--- src/rtl/data_ram_arb_pkg.sv ---
// Shared types for the data RAM arbiter: grant states, master ids
// and the round-robin grant decision used on every clock edge.
package data_ram_arb_pkg;

    typedef enum logic [1:0] {
        IDLE = 2'd0,
        ACC0 = 2'd1,
        ACC1 = 2'd2
    } state_e;

    localparam logic M0 = 1'b0;
    localparam logic M1 = 1'b1;

    // Pick the next owner from live requests. On a tie the master
    // that was not granted last goes next, so neither can starve.
    function automatic state_e next_grant(
        input logic req0,
        input logic req1,
        input logic last_grant
    );
        state_e g;
        g = IDLE;
        if (req0 && req1) begin
            g = (last_grant == M0) ? ACC1 : ACC0;
        end else if (req0) begin
            g = ACC0;
        end else if (req1) begin
            g = ACC1;
        end
        return g;
    endfunction

endpackage

--- src/rtl/data_ram_arbiter.sv ---
// Two-master round-robin arbiter in front of a single-port data RAM.
// Ports: m0_* (CPU) and m1_* (loader/debug) Avalon-style slaves with
// waitrequest; ram_* master port to the RAM (combinational read);
// protocol_error is a sticky flag for read+write issued together.
module data_ram_arbiter
    import data_ram_arb_pkg::*;
#(
    parameter int ADDR_W = 32,
    parameter int DATA_W = 32
) (
    input  logic              clk,
    input  logic              reset,
    input  logic [ADDR_W-1:0] m0_address,
    input  logic              m0_read,
    input  logic              m0_write,
    input  logic [DATA_W-1:0] m0_writedata,
    output logic              m0_waitrequest,
    output logic [DATA_W-1:0] m0_readdata,
    input  logic [ADDR_W-1:0] m1_address,
    input  logic              m1_read,
    input  logic              m1_write,
    input  logic [DATA_W-1:0] m1_writedata,
    output logic              m1_waitrequest,
    output logic [DATA_W-1:0] m1_readdata,
    output logic [ADDR_W-1:0] ram_address,
    output logic              ram_read,
    output logic              ram_write,
    output logic [DATA_W-1:0] ram_writedata,
    input  logic [DATA_W-1:0] ram_readdata,
    output logic              protocol_error
);

    state_e state_q, state_d;
    logic   last_grant_q, last_grant_d;
    logic   protocol_error_q, protocol_error_d;

    logic req0, req1;
    logic rr_last;

    assign req0 = m0_read | m0_write;
    assign req1 = m1_read | m1_write;

    always_ff @(posedge clk or posedge reset) begin
        if (reset) begin
            state_q          <= IDLE;
            last_grant_q     <= M1;
            protocol_error_q <= 1'b0;
        end else begin
            state_q          <= state_d;
            last_grant_q     <= last_grant_d;
            protocol_error_q <= protocol_error_d;
        end
    end

    always_comb begin
        state_d          = state_q;
        last_grant_d     = last_grant_q;
        protocol_error_d = protocol_error_q;
        rr_last          = last_grant_q;

        m0_waitrequest = 1'b1;
        m1_waitrequest = 1'b1;
        m0_readdata    = '0;
        m1_readdata    = '0;
        ram_address    = '0;
        ram_read       = 1'b0;
        ram_write      = 1'b0;
        ram_writedata  = '0;

        unique case (state_q)
            ACC0: begin
                m0_waitrequest = 1'b0;
                m0_readdata    = ram_readdata;
                ram_address    = m0_address;
                ram_writedata  = m0_writedata;
                // Write wins when both commands are raised together.
                ram_write      = m0_write;
                ram_read       = m0_read & ~m0_write;
                if (m0_read && m0_write) begin
                    protocol_error_d = 1'b1;
                end
                last_grant_d = M0;
                rr_last      = M0;
            end
            ACC1: begin
                m1_waitrequest = 1'b0;
                m1_readdata    = ram_readdata;
                ram_address    = m1_address;
                ram_writedata  = m1_writedata;
                ram_write      = m1_write;
                ram_read       = m1_read & ~m1_write;
                if (m1_read && m1_write) begin
                    protocol_error_d = 1'b1;
                end
                last_grant_d = M1;
                rr_last      = M1;
            end
            default: begin
            end
        endcase

        // Treating the current owner as "last" yields: other master
        // first, then back-to-back for the owner, else idle.
        state_d = next_grant(req0, req1, rr_last);
    end

    assign protocol_error = protocol_error_q;

endmodule

--- config.mk ---
export PLATFORM = sky130hd
export DESIGN_NAME = data_ram_arbiter
export DESIGN_NICKNAME = d
export VERILOG_FILES = /design/src/rtl/data_ram_arb_pkg.sv /design/src/rtl/data_ram_arbiter.sv
export SDC_FILE = /design/constraint.sdc
export NUM_CORES = 1
export LEC_CHECK = 0
export CORE_AREA = 2 2 114 116
export CTS_CLUSTER_DIAMETER = 50
export DETAILED_ROUTE_END_ITERATION = 7
export DIE_AREA = 0 0 116 118
export PLACE_DENSITY_LB_ADDON = 0.12
export SLEW_MARGIN = 20
export SYNTH_ARGS = -nofsm -noshare
export SYNTH_HDL_FRONTEND = slang
export SYNTH_SLANG_ARGS = --single-unit
--- constraint.sdc ---
create_clock -name clk -period 4.5 [get_ports clk]
set_clock_uncertainty 0.15 [all_clocks]
set_input_delay 0.45 -clock clk [delete_from_list [all_inputs] [get_ports clk]]
set_output_delay 0.45 -clock clk [all_outputs]
set_load 0.05 [all_outputs]
; ---- Word-level counts from Yosys, hierarchy flattened
; Index checks and enable logic that the tools add are counted.
[word_totals]
regBits = 4
elab_cells = 34
[classes]
bitwise_logic = 6
n_reduce_logical = 5
n_mux = 16
eq_ne = 4
[op_table]
columns = operator, count
row1 = 32-bit one-hot mux with 2 select lines, 2
row2 = 32-bit two-way mux, 2
row3 = 2-bit two-way mux, 4
row4 = 1-bit one-hot mux with 2 select lines, 4
row5 = 1-bit two-way mux, 4
row6 = "2-bit != test, second input constant", 2
row7 = 1-bit logical AND, 3
row8 = 3-bit AND reduction, 1
row9 = 1-bit bitwise AND, 2
row10 = "2-bit by 1-bit == test with 1-bit output, second input constant", 1
row11 = "2-bit == test, second input constant", 1
row12 = 1-bit inverter, 2
row13 = 1-bit bitwise OR, 2
row14 = 2-bit nonzero test, 1

; ---- Longest topological paths before layout
; Gate-level depths: netlist of the first run.
[logic_depth]
depth_word = 4
depth_mapped = 7

; ---- Least setup slack after synthesis of the first run
; No wires, ideal clock.
[synth_path]
kind = register to output
startpoint = register state_q[0]
endpoint = output port ram_address[0]
n_path_buf = 3
arrival_time_ns = 1.811
required_time_ns = 3.900
setup_slack_ns = 2.089
path_stages_with_launch = 7
cell_sequence = dfrtp_1 > inv_1 > ha_1 > buf_6 > buf_2 > buf_2 > nor2_1
[synth_via]
elab_chain_len = 2
[synth_rtl]
columns = item, line
row1 = from (decl), data_ram_arbiter.sv:33  ; state_e state_q, state_d;
row2 = from (signal assigned), data_ram_arbiter.sv:49  ; state_q <= state_d;
row3 = 2-bit == test or 2-bit by 1-bit == test with 1-bit output (tied branches), data_ram_arbiter.sv:70  ; unique case (state_q)
row4 = 32-bit one-hot mux with 2 select lines *, data_ram_arbiter.sv:70
row5 = to (decl), data_ram_arbiter.sv:25  ; output logic [ADDR_W-1:0] ram_address,
; Mark *: on every way between the ends. The rest lies on a longest branch, timed or not.

; ---- Worst setup path in the final report of the first run
[layout_path]
startpoint = register state_q[1]
endpoint = output port ram_address[22]
; Same word-level chain as after synthesis.

==> metrics list, run 1 <==
* Status: finished clean
- Row count: 41
- In this run, synthesis produced a sequential element count of 4.
* Part of the cycle the worst path needs: 72.95%
- Total of cells resized after clock tree synthesis: 0
- Die W: 116 µm
* Post-Synth XOR/XNOR Area: 0%
- Power density of the placed cells: 817.4 nW/µm²
* Total routing usage reported by global routing: 13.67%
- Area enclosed by the die boundary: 13690 µm²
- Wirelength, routed: 10400 µm
- Summing all multi-input logic gate instances after layout gives 1285 µm².
- Leakage: 1.741 nW
- Synthesis handed over a netlist of 251 instances.
- After clock tree synthesis, the clock-pin slew on the worst setup and hold paths is 0.03 ns.
- Most frequent cells in the layout: sky130_fd_sc_hd__clkdlybuf4s50_1, sky130_fd_sc_hd__nor2_1, sky130_fd_sc_hd__a22oi_1, sky130_fd_sc_hd__and2_1, sky130_fd_sc_hd__inv_1
- Cell at the root of the clock tree: sky130_fd_sc_hd__clkbuf_16
- Sinks on the clock net: 4
* Vias: 2846
* MaxCap Viol Count: 0
* Area taken by flip-flops and latches: 101.3 µm²
- Leading area contributor after synthesis: sky130_fd_sc_hd__a22oi_1
* Main combinational cell family by area after synthesis: simple AND/OR/NAND/NOR gates
- Startpoint of the worst-slack reg-to-reg timing path: state_q[0]
* Kind of start point of the critical path: register
- Number of port buffers: 298
* Post-detailed-route wirelength per cell: 14.86 µm
* Number of global-route vias before repair: 2710
- In this run the post-CTS setup repair buffer count came out at 0.
- Worst flop-to-flop path endpoint: state_q[0]
- Number of nets in the synthesized netlist: 421
- The completed layout was analyzed and its total power is 3.881 mW.
* Max Buffers Root-to-Sink: 2
- Routability-driven placement finished with a final weighted congestion of 0.7603.
- On the critical path, the stage with the largest delay is an instance of sky130_fd_sc_hd__clkdlybuf4s50_1.
- The number of hold buffers added after CTS was 0.
- Netlist cell types: 19
* Most common cell after layout, fill and taps aside: sky130_fd_sc_hd__clkdlybuf4s50_1
- After detailed routing, the number of vias per cell comes to 4.066.
* Share of cell area taken by muxes after synthesis: 1.654%
- Area Growth Syn to Fin: 198.8%
* Count of final max-slew check failures: 0
- Cell area after synthesis: 1589 µm²
- Max H-tree Level: 1
- Once the floorplan was initialized, standard cells occupied 12.80% of the core.
- Summing the areas of all fa, ha and maj instances in the mapped netlist gives 3.150% of the synthesized area.
* Crit path buf inv count: 3
- Category of the critical setup timing path: reg -> out
* Crit path DAT: 2.68 ns
* Share of cells above drive strength 1: 2.841%
- Boundary Pins: 299
- Register-to-register setup slack: 2.11 ns
- Counting the buffers created by CTS gives 3.
* First-pass iteration count of the detailed router: 4
- The worst register-to-register path has a depth of 5.
- Setup violations remaining at the end of the flow were counted as 0.
- The core region is 12410 µm².
- The detailed router finished its first iteration with 87 violations.
* Family of cells with the greatest summed delay on the critical path: buffers and inverters
- IR Drop Worst-Case VDD: 0.3685 mV
- The tightest min-delay check is of the in -> async type.
- The layout has 1307 filler cells.
- For the pin with the worst max-slew slack, the measured transition is 0.8090 ns.
* Mean instance size in the synthesized netlist: 6.331 µm²
- The final layout contains 699 nets.
* Hold Vio Cnt, Final: 0
* Crit-path max cell delay: 0.84 ns
- Global route total overflow: 0
* Die span in y: 118 µm
- Summing the areas of all and, or, nand and nor instances in the mapped netlist gives 42.36% of the synthesized area.
* Fin crit period: 3.283 ns
* Number of antenna violations at the first check in global routing: 0
- Summing the areas of all compound-gate instances in the mapped netlist gives 33.23% of the synthesized area.
- Most area-consuming cells after synthesis: sky130_fd_sc_hd__a22oi_1, sky130_fd_sc_hd__and2_1, sky130_fd_sc_hd__nor2_1, sky130_fd_sc_hd__dfrtp_1, sky130_fd_sc_hd__buf_2
* Number of remaining DRC errors: 0
- Clock latency on the worst-skew pair, taken at its later pin, is 0.22 ns.
- After legalization and detailed placement, the total HPWL measured 8308 µm.
- Setup repair after global routing left no endpoint under its margin.
- Antenna cells: 0
- Biggest fanout along the worst timing path: 45
- For the final routed database, the setup TNS stands at 0 ns.
* Critical path endpoint category: output pin
- Largest net degree at the start of global routing: 47
* Wire length of the first global-routing pass: 15110 µm
- Count of antenna-violating nets left after detailed routing: 0
* Slew HR: 46.07%
* Sequential share of the synthesized area: 6.378%
- The synthesized design devotes to its leading area cell type 30.71% of total area.
- Warnings from Yosys: 0
* Highest clock frequency the design can meet: 304.6 MHz
- Data on the critical path is required at its endpoint by 3.90 ns.
* Clock tree from TritonCTS: built
* Crit path cell chain: inv_1, ha_2, buf_12, a22oi_1, nor2_1, clkdlybuf4s50_1
-- report_power, final --
part | leakage, nW | internal (mW) | switching (mW)
sequential | 0.0428 | 0.0532 | 0.00984
clock | 0.0382 | 0.117 | 0.0256
combinational | 1.66 | 1.22 | 2.45
-- worst max path at each step --
stage	slack, ns	start	endpoint	cells past startpoint
after floorplan	2.09	state_q[0]	ram_address[0]	6
after global placement	1.42	state_q[1]	ram_address[12]	6
after detailed placement	1.39	state_q[1]	ram_address[12]	6
after CTS	1.15	state_q[1]	ram_address[12]	6
after global routing	1.00	state_q[1]	ram_address[12]	6
final	1.22	state_q[1]	ram_address[22]	6
-- kinds of logic after synthesis --
| logic type | Yosys count |
|---|---|
| buf+inv | 36 |
| simple gates | 134 |
| mux | 2 |
| flops | 4 |
| fa+ha+maj | 4 |
| compound gates | 71 |
-- layer usage --
| layer | vias up | global-route usage, % | routed length [µm] |
|---|---|---|---|
| li1 | 1422 | - | - |
| met1 | 1290 | 15.28 | 3959 |
| met2 | 126 | 26.61 | 5567 |
| met3 | 8 | 2.626 | 789 |
| met4 | 0 | 2.009 | 85 |
| met5 | - | 0 | 0 |
-- sequential cells by signal, summed over array words and instances (netlist names) --
register,cells
last_grant_q,1
protocol_error,1
state_q,2
-- final cells by class --
| cell class | count | area share [%] |
|---|---|---|
| multi-input combinational | 211 | 27.06 |
| clock buffer | 4 | 1.660 |
| inverter | 6 | 0.4743 |
| timing repair buffer | 303 | 64.14 |
| sequential | 4 | 2.134 |
| tap | 172 | 4.532 |
-- per-stage QoR --
step	instance area (µm²)	hold WS, ns	worst slack [ns]	instances	utilization [%]
after floorplan	1589	0.06536	2.089	251	-
after global placement	4669	0.3004	1.421	696	37.61
after detailed placement	4669	0.3198	1.385	696	37.61
after CTS	4748	0.2602	1.155	700	38.25
after global routing	4748	0.2984	1.005	700	38.25
final	4748	0.2576	1.217	700	38.25
-- Yosys cell counts --
cell                       number
sky130_fd_sc_hd__nand3b_1       2
sky130_fd_sc_hd__o31ai_1        1
sky130_fd_sc_hd__buf_2         12
sky130_fd_sc_hd__a21oi_1        2
sky130_fd_sc_hd__a21boi_0       2
sky130_fd_sc_hd__ha_1           4
sky130_fd_sc_hd__buf_6          5
sky130_fd_sc_hd__a22oi_1       65
sky130_fd_sc_hd__o21a_1         1
sky130_fd_sc_hd__or2_2          1
sky130_fd_sc_hd__mux2_4         1
sky130_fd_sc_hd__buf_4          6
sky130_fd_sc_hd__and2_1        64
sky130_fd_sc_hd__clkbuf_1       7
sky130_fd_sc_hd__dfstp_2        1
sky130_fd_sc_hd__inv_1          6
sky130_fd_sc_hd__dfrtp_1        3
sky130_fd_sc_hd__mux2_2         1
sky130_fd_sc_hd__nor2_1        67
No activity file was read; power rests on OpenSTA's default activity.
==> run 2: changes to the inputs <==
--- a/config.mk
+++ b/config.mk
@@ -5,10 +5,10 @@
 export SDC_FILE = /design/constraint.sdc
 export NUM_CORES = 1
 export LEC_CHECK = 0
-export CORE_AREA = 2 2 114 116
+export CORE_AREA = 2 2 116 118
 export CTS_CLUSTER_DIAMETER = 50
 export DETAILED_ROUTE_END_ITERATION = 7
-export DIE_AREA = 0 0 116 118
+export DIE_AREA = 0 0 118 120
 export PLACE_DENSITY_LB_ADDON = 0.12
 export SLEW_MARGIN = 20
 export SYNTH_ARGS = -nofsm -noshare
==> constraint.sdc (replaced) <==
create_clock -name clk -period 2.9 [get_ports clk]
set_clock_uncertainty 0.15 [all_clocks]
set_input_delay 0.29 -clock clk [delete_from_list [all_inputs] [get_ports clk]]
set_output_delay 0.29 -clock clk [all_outputs]
set_load 0.05 [all_outputs]
==> run 2 against run 1 <==
  * Clock-buffer cell count unchanged
  * Cell area increased by 3.0%
  * Global-route usage decreased by 0.15 points
  * Register-to-register slack got worse by 1.3 ns
  * Critical endpoint is now m1_readdata[9]
  * Highest routed layer unchanged
==> metrics list, run 2 (synthesis results as in run 1) <==
- Share of cells above drive strength 1: 21.28%
- Max H-tree Level: 1
* Worst skew pair latency: 0.23 ns
- Across the run, the number of max-cap violations was 0.
- Post-CTS Setup Bufs: 0
- The flow ran to the end, and the final reports show no timing, DRC or antenna violations.
* Unrepaired setup endpoints after global routing: false
- Total of endpoints with negative setup slack in the final report: 0
- Number of port buffers: 298
* Setup TNS Final: 0 ns
* Sinks on the clock net: 4
- Routed via count divided by cell count: 4.064
* Most common cell after layout, fill and taps aside: sky130_fd_sc_hd__clkdlybuf4s50_1
- The critical path is of the reg -> out type.
* Part of the cycle the worst path needs: 90.79%
* Crit path max-delay cell type: sky130_fd_sc_hd__clkdlybuf4s50_1
* Routability congestion estimate from global placement: 0.7497
* Power density of the placed cells: 1316 nW/µm²
* Total routing usage reported by global routing: 13.51%
- The worst register-to-register path begins at state_q[0].
- Boundary Pins: 299
* Post-detailed-route wirelength per cell: 14.66 µm
- Initial core utilization: 12.24%
* Register-to-register setup slack: 0.76 ns
- Count of antenna-violating nets left after detailed routing: 0
- Leakage: 2.016 nW
- Kind of start point of the critical path: register
- For this run, design rule violations remaining after detail routing come to 0.
* Met1 usage: 15.02%
- Wire length of the first global-routing pass: 15710 µm
- The total area inside the core boundary comes to 12980 µm².
- Met3 track demand over resource in global routing: 3.707%
- The number of antenna violations at the first check in global routing came to 0.
- More flip-flops sit in one register than any other, and that register is state_q.
- Antenna cells: 0
- Global Route met2 Usage: 26.16%
* Crit-path max cell delay: 0.80 ns
- The number of cells on the worst reg-to-reg path is 5.
- Total of fill cells in the finished design: 1348
- Area enclosed by the die boundary: 14160 µm²
- Count of final max-slew check failures: 0
* Max Buffers Root-to-Sink: 2
- Die span in y: 120 µm
- Crit path DAT: 2.19 ns
- The root buffer cell chosen for the clock tree is sky130_fd_sc_hd__clkbuf_16.
* Worst flop-to-flop path endpoint: state_q[0]
* Post-detail-place hpwl: 8419 µm
- Derived from the worst setup path, the maximum achievable clock frequency is 379.8 MHz.
- Wirelength, routed: 10360 µm
- In this run the worst path has a maximum fanout of 22.
- The register with the most flip-flops in the layout has 2 of them.
- The via count of the first global-routing pass is 2855.
- Area Growth Syn to Fin: 207.6%
* Critical path endpoint category: output pin
* Clock tree from TritonCTS: built
- HP Class: in -> async
- Total of cells resized after clock tree synthesis: 0
- In this run the tightest slew margin relative to its limit is 65.06%.
* Row count: 42
- Crit path cell chain: inv_1, ha_2, buf_12, and2_1, clkdlybuf4s50_1
- After the last flow step, the layout net total stands at 702.
- 1st-iter DRT viols: 95
* Slew at the pin closest to its max-slew limit: 0.5225 ns
* Clock slew at reported path FFs: 0.03 ns
* Number of buffers inserted during clock tree synthesis: 3
* Quantity of hold-fixing buffers added after cts: 0
- Across the VDD grid, the largest voltage drop is 0.7529 mV.
- In the layout the commonest cells are sky130_fd_sc_hd__clkdlybuf4s50_1, sky130_fd_sc_hd__buf_4, sky130_fd_sc_hd__nor2_1, sky130_fd_sc_hd__a22oi_1, sky130_fd_sc_hd__and2_1.
- After layout, the design draws a total of 6.435 mW.
* First-pass iteration count of the detailed router: 6
- Global route total overflow: 0
* GR peak layer: met2
* Hold Vio Cnt, Final: 0
- Entering global routing, the biggest net connects 49 pins.
- The die is 118 µm wide.
* Req. time, crit path: 2.46 ns
- Across all layers, the routed design uses 2873 vias.
- Fin crit period: 2.633 ns
run 2: how the worst max path moves through the flow:
stage / start / endpoint / slack [ns] / depth (start not counted)
3_5_place_dp: state_q[0] / m1_readdata[21] / 0.49 / 5
5_1_grt: state_q[0] / m1_readdata[0] / 0.15 / 5
2_1_floorplan: state_q[0] / ram_address[0] / 0.65 / 6
3_3_place_gp: state_q[0] / m1_readdata[10] / 0.51 / 5
6_report: state_q[0] / m1_readdata[9] / 0.27 / 5
4_1_cts: state_q[0] / m1_readdata[21] / 0.24 / 5
run 2: critical path: cells and delay by family (launching register included):
family                   cells  cell delay, ns
flip-flops                   1            0.39
adder cells (fa/ha/maj)      1            0.36
AND/OR/NAND/NOR              1            0.12
buffers and inverters        3            1.07
run 2: cell type report:
cell class | instances | area (µm²) | area share [%]
repair buffers | 306 | 3181 | 65.06
multi-input cells | 211 | 1285 | 26.29
well taps | 176 | 220.2 | 4.505
flip-flops and latches | 4 | 101.3 | 2.073
clock buffers | 4 | 78.83 | 1.612
inverters | 6 | 22.52 | 0.4607
run 2: through the flow:
step / area, µm² / setup slack, ns / cells / util, % / hold WS (ns)
after detailed placement: 4810 / 0.4878 / 703 / 37.05 / 0.3036
final: 4888 / 0.2671 / 707 / 37.66 / 0.1119
after global placement: 4810 / 0.5079 / 703 / 37.05 / 0.3059
after CTS: 4888 / 0.2421 / 707 / 37.66 / 0.1155
after floorplan: 1589 / 0.6486 / 251 / - / -0.09464
after global routing: 4888 / 0.1469 / 707 / 37.66 / 0.1250
run 2: where the power goes:
group	internal, mW	total (mW)	switching, mW	leakage, nW
clock	0.182	0.225	0.0429	0.0382
combinational	2.19	6.11	3.93	1.94
sequential	0.0824	0.0976	0.0151	0.0428
total	2.45	6.43	3.98	2.02
run 2: per-layer routing:
| metal | routed length, µm | part of all wire (%) |
|---|---|---|
| met5 | 0 | 0 |
| met4 | 57 | 0.55 |
| met3 | 799 | 7.7 |
| met2 | 5533 | 53 |
| met1 | 3972 | 38 |
